File: src/rtl/lcd_pkg.sv
// Shared constants, state encodings and helpers for the LCD text writer.
// HD44780 command bytes, control characters, the power-on init table and the FSM enums.
package lcd_pkg;

    localparam logic [7:0] CMD_FUNC_SET = 8'h38;
    localparam logic [7:0] CMD_DISP_ON  = 8'h0C;
    localparam logic [7:0] CMD_CLEAR    = 8'h01;
    localparam logic [7:0] CMD_ENTRY    = 8'h06;
    localparam logic [7:0] CMD_DDRAM    = 8'h80;
    localparam logic [7:0] ROW1_BASE    = 8'h40;

    localparam logic [7:0] CH_LF = 8'h0A;
    localparam logic [7:0] CH_CR = 8'h0D;
    localparam logic [7:0] CH_FF = 8'h0C;

    localparam int INIT_LEN = 4;

    typedef enum logic [2:0] {
        S_INIT,
        S_IDLE,
        S_CTRL,
        S_WRAP,
        S_CHAR
    } main_state_e;

    typedef enum logic [1:0] {
        T_IDLE,
        T_REQ,
        T_REL
    } tr_state_e;

    function automatic logic [7:0] init_cmd(input logic [1:0] idx);
        case (idx)
            2'd0:    return CMD_FUNC_SET;
            2'd1:    return CMD_DISP_ON;
            2'd2:    return CMD_CLEAR;
            default: return CMD_ENTRY;
        endcase
    endfunction

    function automatic logic [7:0] ddram_row(input logic row);
        return CMD_DDRAM | (row ? ROW1_BASE : 8'h00);
    endfunction

endpackage

File: src/rtl/lcd_text_writer_if.sv
// Producer-side character stream plus the 4-phase request/ack link to the LCD controller.
// The writer takes the slave modport; whoever drives characters and acks takes the master.
interface lcd_text_writer_if;
    logic [7:0] char_in;
    logic       char_valid;
    logic       char_ready;
    logic       busy;
    logic [7:0] lcd_data;
    logic       lcd_is_cmd;
    logic       lcd_req;
    logic       lcd_ack;

    modport slave (
        input  char_in, char_valid, lcd_ack,
        output char_ready, busy, lcd_data, lcd_is_cmd, lcd_req
    );

    modport master (
        output char_in, char_valid, lcd_ack,
        input  char_ready, busy, lcd_data, lcd_is_cmd, lcd_req
    );
endinterface

File: src/rtl/lcd_char_fifo.sv
// Synchronous FIFO with a combinational head read; pushes are ignored when full, pops when empty.
// Pointers carry one extra wrap bit so full and empty are distinguishable without a counter.
module lcd_char_fifo #(
    parameter int DEPTH = 8,
    parameter int WIDTH = 8
) (
    input  logic             clk,
    input  logic             rst,
    input  logic             push_i,
    input  logic [WIDTH-1:0] wdata_i,
    input  logic             pop_i,
    output logic [WIDTH-1:0] rdata_o,
    output logic             full_o,
    output logic             empty_o
);
    localparam int AW = $clog2(DEPTH);

    logic [WIDTH-1:0] mem [DEPTH];
    logic [AW:0]      wr_ptr_q, wr_ptr_d;
    logic [AW:0]      rd_ptr_q, rd_ptr_d;
    logic             do_push, do_pop;

    assign empty_o = (wr_ptr_q == rd_ptr_q);
    assign full_o  = (wr_ptr_q[AW] != rd_ptr_q[AW]) && (wr_ptr_q[AW-1:0] == rd_ptr_q[AW-1:0]);
    assign rdata_o = mem[rd_ptr_q[AW-1:0]];

    assign do_push  = push_i && !full_o;
    assign do_pop   = pop_i && !empty_o;
    assign wr_ptr_d = do_push ? wr_ptr_q + {{AW{1'b0}}, 1'b1} : wr_ptr_q;
    assign rd_ptr_d = do_pop  ? rd_ptr_q + {{AW{1'b0}}, 1'b1} : rd_ptr_q;

    always_ff @(posedge clk or posedge rst) begin
        if (rst) begin
            wr_ptr_q <= '0;
            rd_ptr_q <= '0;
        end else begin
            wr_ptr_q <= wr_ptr_d;
            rd_ptr_q <= rd_ptr_d;
        end
    end

    always_ff @(posedge clk) begin
        if (do_push) mem[wr_ptr_q[AW-1:0]] <= wdata_i;
    end
endmodule

File: src/rtl/lcd_text_writer.sv
// Turns a character stream into HD44780 command/data transactions, with power-on init and 2-row cursor tracking.
// One 4-phase transaction in flight at a time; producer is backpressured only when the input FIFO is full.
module lcd_text_writer
    import lcd_pkg::*;
#(
    parameter int COLS       = 16,
    parameter int FIFO_DEPTH = 8
) (
    input  logic               clk,
    input  logic               rst,
    lcd_text_writer_if.slave   bus
);
    localparam int             CW      = $clog2(COLS + 1);
    localparam logic [CW-1:0]  COL_MAX = CW'(COLS);

    main_state_e   state_q, state_d;
    tr_state_e     tr_q, tr_d;
    logic [1:0]    idx_q, idx_d;
    logic          row_q, row_d;
    logic [CW-1:0] col_q, col_d;
    logic [7:0]    c_q, c_d;
    logic [7:0]    data_q, data_d;
    logic          is_cmd_q, is_cmd_d;

    logic          fifo_full, fifo_empty, pop;
    logic [7:0]    head;
    logic          start, done, tr_free;
    logic [7:0]    tx_dat;
    logic          tx_cmd;

    lcd_char_fifo #(.DEPTH(FIFO_DEPTH), .WIDTH(8)) u_fifo (
        .clk     (clk),
        .rst     (rst),
        .push_i  (bus.char_valid),
        .wdata_i (bus.char_in),
        .pop_i   (pop),
        .rdata_o (head),
        .full_o  (fifo_full),
        .empty_o (fifo_empty)
    );

    assign bus.char_ready = !fifo_full;
    assign bus.lcd_req    = (tr_q == T_REQ);
    assign bus.lcd_data   = data_q;
    assign bus.lcd_is_cmd = is_cmd_q;
    assign bus.busy       = (state_q != S_IDLE) || !fifo_empty || (tr_q != T_IDLE);

    // A new request may only start once the previous ack has been released.
    assign tr_free = (tr_q == T_IDLE) && !bus.lcd_ack;
    assign done    = (tr_q == T_REL) && !bus.lcd_ack;

    always_comb begin
        tr_d     = tr_q;
        data_d   = data_q;
        is_cmd_d = is_cmd_q;
        case (tr_q)
            T_IDLE: if (start) begin
                tr_d     = T_REQ;
                data_d   = tx_dat;
                is_cmd_d = tx_cmd;
            end
            T_REQ:   if (bus.lcd_ack) tr_d = T_REL;
            T_REL:   if (!bus.lcd_ack) tr_d = T_IDLE;
            default: tr_d = T_IDLE;
        endcase
    end

    always_comb begin
        state_d = state_q;
        idx_d   = idx_q;
        row_d   = row_q;
        col_d   = col_q;
        c_d     = c_q;
        pop     = 1'b0;
        start   = 1'b0;
        tx_dat  = 8'h00;
        tx_cmd  = 1'b0;
        case (state_q)
            S_INIT: begin
                tx_cmd = 1'b1;
                tx_dat = init_cmd(idx_q);
                start  = tr_free;
                if (done) begin
                    if (idx_q == 2'(INIT_LEN - 1)) state_d = S_IDLE;
                    else                            idx_d   = idx_q + 2'd1;
                end
            end
            S_IDLE: if (!fifo_empty) begin
                pop = 1'b1;
                c_d = head;
                if (head == CH_LF || head == CH_CR || head == CH_FF) state_d = S_CTRL;
                else if (col_q == COL_MAX)                             state_d = S_WRAP;
                else                                                   state_d = S_CHAR;
            end
            S_CTRL: begin
                tx_cmd = 1'b1;
                case (c_q)
                    CH_LF:   tx_dat = ddram_row(!row_q);
                    CH_CR:   tx_dat = ddram_row(row_q);
                    default: tx_dat = CMD_CLEAR;
                endcase
                start = tr_free;
                if (done) begin
                    if (c_q == CH_LF)      row_d = !row_q;
                    else if (c_q == CH_FF) row_d = 1'b0;
                    col_d   = '0;
                    state_d = S_IDLE;
                end
            end
            S_WRAP: begin
                tx_cmd = 1'b1;
                tx_dat = ddram_row(!row_q);
                start  = tr_free;
                if (done) begin
                    row_d   = !row_q;
                    col_d   = '0;
                    state_d = S_CHAR;
                end
            end
            S_CHAR: begin
                tx_dat = c_q;
                start  = tr_free;
                if (done) begin
                    col_d   = col_q + CW'(1);
                    state_d = S_IDLE;
                end
            end
            default: state_d = S_INIT;
        endcase
    end

    always_ff @(posedge clk or posedge rst) begin
        if (rst) begin
            state_q  <= S_INIT;
            tr_q     <= T_IDLE;
            idx_q    <= '0;
            row_q    <= 1'b0;
            col_q    <= '0;
            c_q      <= '0;
            data_q   <= '0;
            is_cmd_q <= 1'b0;
        end else begin
            state_q  <= state_d;
            tr_q     <= tr_d;
            idx_q    <= idx_d;
            row_q    <= row_d;
            col_q    <= col_d;
            c_q      <= c_d;
            data_q   <= data_d;
            is_cmd_q <= is_cmd_d;
        end
    end
endmodule

File: src/flat_wrapper.sv
// flat-port wrapper written by rule: the top's interface ports become plain ports
module lcd_text_writer_flat import lcd_pkg::*;
#(
    parameter int COLS       = 16,
    parameter int FIFO_DEPTH = 8
)
  (clk, rst, bus_char_in, bus_char_valid, bus_lcd_ack, bus_char_ready, bus_busy, bus_lcd_data, bus_lcd_is_cmd, bus_lcd_req);
  lcd_text_writer_if bus_i ();
  input  logic clk;
  input  logic rst;
  input wire logic [$bits(bus_i.char_in)-1:0] bus_char_in;
  input wire logic [$bits(bus_i.char_valid)-1:0] bus_char_valid;
  input wire logic [$bits(bus_i.lcd_ack)-1:0] bus_lcd_ack;
  output wire logic [$bits(bus_i.char_ready)-1:0] bus_char_ready;
  output wire logic [$bits(bus_i.busy)-1:0] bus_busy;
  output wire logic [$bits(bus_i.lcd_data)-1:0] bus_lcd_data;
  output wire logic [$bits(bus_i.lcd_is_cmd)-1:0] bus_lcd_is_cmd;
  output wire logic [$bits(bus_i.lcd_req)-1:0] bus_lcd_req;
  assign bus_i.char_in = bus_char_in;
  assign bus_i.char_valid = bus_char_valid;
  assign bus_i.lcd_ack = bus_lcd_ack;
  assign bus_char_ready = bus_i.char_ready;
  assign bus_busy = bus_i.busy;
  assign bus_lcd_data = bus_i.lcd_data;
  assign bus_lcd_is_cmd = bus_i.lcd_is_cmd;
  assign bus_lcd_req = bus_i.lcd_req;
  lcd_text_writer #(.COLS(COLS), .FIFO_DEPTH(FIFO_DEPTH)) u_core (.clk(clk), .rst(rst), .bus(bus_i));
endmodule
File: config.mk
export PLATFORM = sky130hd
export DESIGN_NAME = lcd_text_writer_flat
export DESIGN_NICKNAME = d
export VERILOG_FILES = /design/src/rtl/lcd_pkg.sv /design/src/rtl/lcd_text_writer_if.sv /design/src/rtl/lcd_char_fifo.sv /design/src/rtl/lcd_text_writer.sv /design/src/flat_wrapper.sv
export SDC_FILE = /design/constraint.sdc
export NUM_CORES = 1
export LEC_CHECK = 0
export CAP_MARGIN = 20
export CORE_AREA = 4 4 115 117
export DETAILED_ROUTE_END_ITERATION = 8
export DIE_AREA = 0 0 119 121
export PLACE_DENSITY = 0.58
export SLEW_MARGIN = 10
export SYNTH_ARGS = -nofsm -noshare
export SYNTH_HDL_FRONTEND = slang
export SYNTH_HIERARCHICAL = 1
export SYNTH_SLANG_ARGS = --single-unit
File: constraint.sdc
create_clock -name clk -period 2.39 [get_ports clk]
set_input_delay 0.3585 -clock clk [delete_from_list [all_inputs] [get_ports clk]]
set_output_delay 0.3585 -clock clk [all_outputs]
set_load 0.005 [all_outputs]
==> qor.csv, run 1 <==
stage;metric;value;unit
flow_run;drv_cap;0;
pwr;sw_frac_of_total;0.348;
pwr;peakVddDrop;0.540;mV
finish;fillers;1104;
global_routing;grt_pass1_vias;2818;
floorplanning;ios;24;
timing;period_share;0.961;
worst_setup_path;end_kind;output port;
finish;layout-drive-gt1-share;0.251;
yosys;synth_most_common_cell;edfxtp_1;
finish;final_nets;399;
worst_setup_path;start_kind;flop;
worst_setup_path;r2r_slack;130;ps
yosys;avgSynthCellArea;14.6;µm²
floorplanning;die_area;14400;µm²
detailed_routing;vias_per_cell;5.13;
pwr;p_switching;2.36;mW
yosys;synth_top_area_frac;0.404;
yosys;synth-async-reset-ratio;0.373;
yosys;synthTopCellsByCount;64 x edfxtp_1, 38 x dfrtp_1, 19 x nand2_1;
timing;finalHoldViolations;0;
detailed_routing;drt_iter0_drc;116;
finish;num_antenna_cells;0;
pwr;intPower;4.42;mW
worst_setup_path;cp-startpoint;u_core/u_fifo/rd_ptr_q[0];
place;dpl.hpwl;6.16;mm
finish;syn2layout_area_growth;20.3;%
timing;tightestPinTransition;589;ps
global_routing;track_usage;0.133;
detailed_routing;wl_per_cell;16.2;µm
floorplanning;die_w;119;µm
timing;setup_ws;93.3;ps
clock_tree;root_buffer;clkbuf_16;
yosys;seq_area_frac_synth;0.603;
detailed_routing;wirelength;9.01;mm
worst_setup_path;rr_worst_depth;7;
yosys;ys_seq_elements;102;
global_routing;antenna_found_initial;0;
place;finalWeightedCongestion;0.800;
pwr;comb_power_share;0.413;
timing;clock.fmax;435;MHz
timing;finalSetupViolCount;0;
yosys;synth_edf_count;64;
worst_setup_path;cp.arrival;1940;ps
timing;timing.final.crit_period;2300;ps
yosys;ys_types;60;
clock_tree;clock_latency;340;ps
pwr;p_leak;2.09;nW
floorplanning;start_util;0.385;
place;place_ws;105;ps
global_routing;grt_pass1_wl;14.8;mm
floorplanning;die_y;121;µm
timing;slew_headroom;0.603;
yosys;yosysWarningCount;6;
finish;multiInputGateArea;1790;µm²
place;io_buffers;23;
yosys;synth.area.top_cells;edfxtp_1 40%, dfrtp_1 20%, mux4_2 7.6%, ha_1 2.4%, mux2_2 2.4%;
clock_tree;clock-sinks;102;
yosys;syn_area;4760;µm²
run_status;status;complete, no violations;
worst_setup_path;r2r_end;u_core/state_q[1];
finish;seq_area;2870;µm²
clock_tree;clock_path_buffers;2;
detailed_routing;dr.pass1.iters;4;
yosys;syn_inst;326;
floorplanning;fp.coreArea;12400;µm²
pwr;power_frac_seq;0.386;
worst_setup_path;reg2reg_from;u_core/u_fifo/rd_ptr_q[0];
global_routing;grt_start_max_net_pins;31;
worst_setup_path;cp.required;2030;ps
place;post_dp_cell_area;5360;µm²
clock_tree;numCtsBuffers;9;
detailed_routing;final_antenna_net_count;0;
global_routing;grt_overflow;0;
clock_tree;cts_max_level;3;
finish;finish.instance_area;5730;µm²
clock_tree;path_clk_slew;70;ps
detailed_routing;routed-via-count;2848;
timing;finalClockSkew;6.08;ps
detailed_routing;drc;0;
min_path;min_path_type;in2async;
timing;hold_ws;294;ps
timing;drv_slew;0;
yosys;synth_flop_cell;edfxtp_1;
pwr;clockPowerShare;0.200;
worst_setup_path;critPathKind;reg2out;
yosys;synth_top_area_cell;edfxtp_1;
yosys;synth_nets;347;
clock_tree;cts_tree;built;
floorplanning;num_rows;41;
worst_setup_path;path_max_fanout;4;
pwr;powerDensity;1190;nW/µm²
[state kept, by name, indices dropped and copies added (netlist names)]
register and cells:
u_core/bus.lcd_data 8, u_core/tr_q 2, u_core/u_fifo/mem 64, u_core/bus.lcd_is_cmd 1
u_core/u_fifo/rd_ptr_q 4, u_core/u_fifo/wr_ptr_q 4, u_core/state_q 3, u_core/col_q 5
u_core/idx_q 2, u_core/c_q 8, u_core/row_q 1
[layout by cell type (no fill, tap or decap), types with 9 or more instances in the layout]
master / instances
clkbuf_16: 9
nor2_1: 11
nand2_1: 19
mux2_2: 10
buf_4: 31
clkdlybuf4s50_1: 21
inv_1: 16
ha_1: 9
dfrtp_1: 37
mux4_2: 16
edfxtp_1: 64
[per-stage QoR]
stage	instances	setup TNS, ps	power [mW]	util
floorplan	326	0	4.39	-
global placement	533	0	5.26	0.433
detailed placement	533	0	5.30	0.433
CTS	549	0	6.73	0.457
global route	555	-1.77	7.23	0.463
finish	555	0	6.79	0.463
[area by class of cell]
class                           count  area share
Clock buffer                       10      0.0400
Clock inverter                      6     0.00787
Inverter                           16      0.0105
Multi-Input combinational cell    192       0.312
Sequential cell                   102       0.502
Tap cell                          172      0.0376
Timing Repair Buffer               57      0.0900
[worst max-delay path by stage]
stage	endpoint	slack, ps	cells past startpoint
after floorplan	u_core/u_fifo/mem[4][0]	20	4
after global placement	bus_busy	110	6
after detailed placement	bus_busy	110	6
after CTS	bus_char_ready	0.3	4
after global routing	u_core/state_q[1]	-2	7
final	bus_busy	90	6
[per-layer routing]
| layer | wire (µm) | global-route usage | part of all wire | up-vias |
|---|---|---|---|---|
| met2 | 4680 | 0.228 | 0.52 | 56 |
| met5 | 0 | 0 | 0 | - |
| met4 | 102 | 0.0384 | 0.011 | 0 |
| met1 | 3900 | 0.165 | 0.43 | 1430 |
| li1 | - | - | - | 1354 |
| met3 | 332 | 0.0382 | 0.037 | 8 |
[critical path, cell delays in order, from the launching register on]
cell	delay, ps
dfrtp_1	410
buf_4	170
xor2_2	150
or3_4	360
nor2_4	130
nand3_1	110
dlygate4sd2_1	280
[power by group through the flow]
stage                     clock network, mW  registers (mW)  logic (mW)
final                                  1.36            2.62        2.80
after global routing                   1.48            2.68        3.07
after CTS                              1.40            2.62        2.72
after detailed placement                  0            2.66        2.65
after global placement                    0            2.64        2.62
after floorplan                           0            2.57        1.81
[cell families (layout without fill, tap and decap cells)]
kind of cell / count (synthesis) / after routing / synth area share
compound gates: 52 / 52 / 0.0883
xor+xnor: 11 / 11 / 0.0273
fa+ha+maj: 9 / 9 / 0.0237
buf+inv: 32 / 89 / 0.0315
flops: 102 / 102 / 0.603
mux: 38 / 38 / 0.128
simple gates: 82 / 82 / 0.0980
[timing repair]
| item | in CTS | in global routing |
|---|---|---|
| setup endpoints to repair | 2 | 4 |
| setup buffers | 0 | 6 |
| gates resized for setup | 5 | 6 |
| hold buffers | 0 | 0 |
| pin swaps | 0 | 3 |
(Power assumes the default switching activity.)
==> run 2: changes to the inputs <==
--- a/config.mk
+++ b/config.mk
@@ -5,6 +5,7 @@
 export SDC_FILE = /design/constraint.sdc
 export NUM_CORES = 1
 export LEC_CHECK = 0
+export ABC_CLOCK_PERIOD_IN_PS = 2390
 export CAP_MARGIN = 20
 export CORE_AREA = 4 4 115 117
 export DETAILED_ROUTE_END_ITERATION = 8
==> results of run 2 <==
Same layout as run 1: the final DEF is identical, and so are final timing and power.
==> run 3: changes to the inputs <==
--- a/config.mk
+++ b/config.mk
@@ -7,9 +7,9 @@
 export LEC_CHECK = 0
 export ABC_CLOCK_PERIOD_IN_PS = 2390
 export CAP_MARGIN = 20
-export CORE_AREA = 4 4 115 117
+export CORE_AREA = 2 2 113 115
 export DETAILED_ROUTE_END_ITERATION = 8
-export DIE_AREA = 0 0 119 121
+export DIE_AREA = 0 0 115 117
 export PLACE_DENSITY = 0.58
 export SLEW_MARGIN = 10
 export SYNTH_ARGS = -nofsm -noshare
==> constraint.sdc (replaced) <==
create_clock -name clk -period 2.39 [get_ports clk]
set_input_delay 0.239 -clock clk [delete_from_list [all_inputs] [get_ports clk]]
set_output_delay 0.239 -clock clk [all_outputs]
set_load 0.005 [all_outputs]
==> run 3 against run 2 <==
  * Maximum frequency shrank 0.24%
  * Clock skew grew 3.2 ps
  * Clock power grew 12%
  * Design area grew 1.8%
  * Sequential share of layout area shrank 0.87 points
  * Core utilization grew 1.0 points
  * Via count grew 0.98%
  * Critical path type unchanged
==> qor.csv, run 3 (synthesis gave the netlist of run 1 again) <==
stage;metric;value;unit;change
detailed_routing;drt_iter0_drc;105;;-9.5%
floorplanning;start_util;0.387;;+0.00160
floorplanning;num_rows;41;;unchanged
clock_tree;cts_max_level;3;;unchanged
worst_setup_path;reg2reg_from;u_core/u_fifo/rd_ptr_q[0];;
worst_setup_path;path_max_fanout;4;;unchanged
run_status;status;complete, no violations;;
finish;num_antenna_cells;0;;unchanged
flow_run;drv_cap;0;;unchanged
finish;multiInputGateArea;1780;µm²;-0.63%
timing;period_share;0.963;;+0.00229
worst_setup_path;cp.arrival;2060;ps;+120 ps
clock_tree;clock_path_buffers;2;;unchanged
clock_tree;numCtsBuffers;9;;unchanged
worst_setup_path;rr_worst_depth;8;;+1
detailed_routing;routed-via-count;2876;;+0.98%
pwr;p_leak;2.17;nW;+3.5%
clock_tree;root_buffer;clkbuf_16;;
finish;largest_register_ffs;64;;unchanged
detailed_routing;wl_per_cell;17.5;µm;+7.6%
detailed_routing;final_antenna_net_count;0;;unchanged
clock_tree;path_clk_slew;70;ps;about the same
worst_setup_path;cp-startpoint;u_core/u_fifo/rd_ptr_q[0];;
clock_tree;cts_tree;built;;
global_routing;grt_overflow;0;;unchanged
global_routing;grt_start_max_net_pins;31;;unchanged
worst_setup_path;start_kind;flop;;
timing;rsz0062_at_grt;no;;
finish;final_nets;410;;+2.8%
floorplanning;die_w;115;µm;-3.4%
finish;finish.instance_area;5830;µm²;+1.8%
place;dpl.hpwl;6.33;mm;+2.7%
place;post_dp_cell_area;5340;µm²;-0.33%
finish;layout-drive-gt1-share;0.266;;+0.0158
detailed_routing;dr.pass1.iters;4;;unchanged
finish;fillers;1113;;+0.82%
timing;tightestPinTransition;967;ps;+378 ps
timing;drv_slew;0;;unchanged
floorplanning;fp.coreArea;12300;µm²;-0.41%
timing;finalHoldViolations;0;;unchanged
worst_setup_path;crit_end;bus_char_ready;;
timing;finalClockSkew;9.31;ps;+3.23 ps
finish;final_util;0.473;;+0.0102
worst_setup_path;critPathKind;reg2out;;
worst_setup_path;cp.required;2150;ps;+120 ps
worst_setup_path;r2r_end;u_core/state_q[1];;
worst_setup_path;end_kind;output port;;
pwr;powerDensity;1230;nW/µm²;+3.4%
min_path;min_path_type;in2async;;
detailed_routing;vias_per_cell;5.29;;+3.0%
timing;clock.fmax;434;MHz;-0.24%
pwr;peakVddDrop;0.715;mV;+33%
timing;timing.final.crit_period;2300;ps;+5.47 ps
finish;final_cell_mix;64 x edfxtp_1, 41 x buf_4, 37 x dfrtp_1;;
floorplanning;die_y;117;µm;-3.3%
detailed_routing;wirelength;9.50;mm;+5.4%
timing;tns;0;ps;unchanged
clock_tree;clock_latency;350;ps;about the same
global_routing;antenna_found_initial;0;;unchanged
clock_tree;clock-sinks;102;;unchanged
floorplanning;ios;24;;unchanged
global_routing;track_usage;0.154;;+0.0211
floorplanning;die_area;13500;µm²;-6.6%
finish;syn2layout_area_growth;22.4;%;
place;finalWeightedCongestion;0.799;;about the same
timing;slew_headroom;0.353;;-0.251
finish;seq_area;2870;µm²;unchanged
place;io_buffers;23;;unchanged
worst_setup_path;r2r_slack;120;ps;about the same
global_routing;grt_pass1_vias;3034;;+7.7%
detailed_routing;drc;0;;unchanged
timing;finalSetupViolCount;0;;unchanged
clock_tree;cts_hold_buf;0;;unchanged
global_routing;grt_pass1_wl;15.6;mm;+5.8%
finish;final_common_cell;edfxtp_1;;
==> run 3: where the power goes <==
group          internal, mW  switching [mW]
Clock                 0.838           0.695
Sequential             2.31           0.302
Combinational          1.53            1.47
==> run 3: repair_timing <==
item | CTS | global route
setup endpoints to repair | 2 | 5
gates resized for setup | 4 | 4
buffers inserted | 2 | 9
gates cloned | 0 | 2
endpoints found under the hold margin | 0 | 0
pin swaps | 1 | 2
==> run 3: stage by stage <==
stage	worst slack (ps)	cells	hold slack [ps]	power, mW
final	87.9	544	185	7.14
after global routing	1.41	544	234	7.61
after CTS	7.80	532	203	6.95
after detailed placement	76.1	514	469	5.33
after global placement	120	514	463	5.29
after floorplan	23.6	326	54.7	4.39
==> run 3: how the worst min path moves through the flow <==
| stage | start | endpoint | slack, ps | cells past startpoint |
|---|---|---|---|---|
| after floorplan | rst | u_core/u_fifo/rd_ptr_q[0] | 50 | 1 |
| after global placement | u_core/bus.lcd_data[2] | u_core/bus.lcd_data[2] | 460 | 2 |
| after detailed placement | u_core/bus.lcd_data[2] | u_core/bus.lcd_data[2] | 470 | 2 |
| after CTS | rst | u_core/u_fifo/wr_ptr_q[2] | 200 | 2 |
| after global routing | rst | u_core/u_fifo/wr_ptr_q[3] | 230 | 2 |
| final | rst | u_core/u_fifo/wr_ptr_q[3] | 180 | 2 |
==> run 3: area by class of cell <==
type / instances / area share
Clock buffer: 9 / 0.0387
Sequential cell: 102 / 0.493
Timing Repair Buffer: 68 / 0.106
Multi-Input combinational cell: 192 / 0.305
Inverter: 16 / 0.0103
Clock inverter: 7 / 0.0148
Tap cell: 150 / 0.0322
==> run 3: worst max-delay path, stage by stage (launching register included) <==
cell	delay [ps]
dfrtp_1	380
buf_4	150
xor2_2	150
buf_6	130
nor4_4	290
buf_4	160
inv_1	30
clkdlybuf4s50_1	430
==> run 3: routing by layer <==
metal / GRT usage / vias to the layer above / wire length, µm
met1: 0.189 / 1431 / 4170
met2: 0.266 / 57 / 4790
li1: - / 1373 / -
met4: 0.0474 / 0 / 141
met5: 0 / - / 0
met3: 0.0438 / 15 / 400
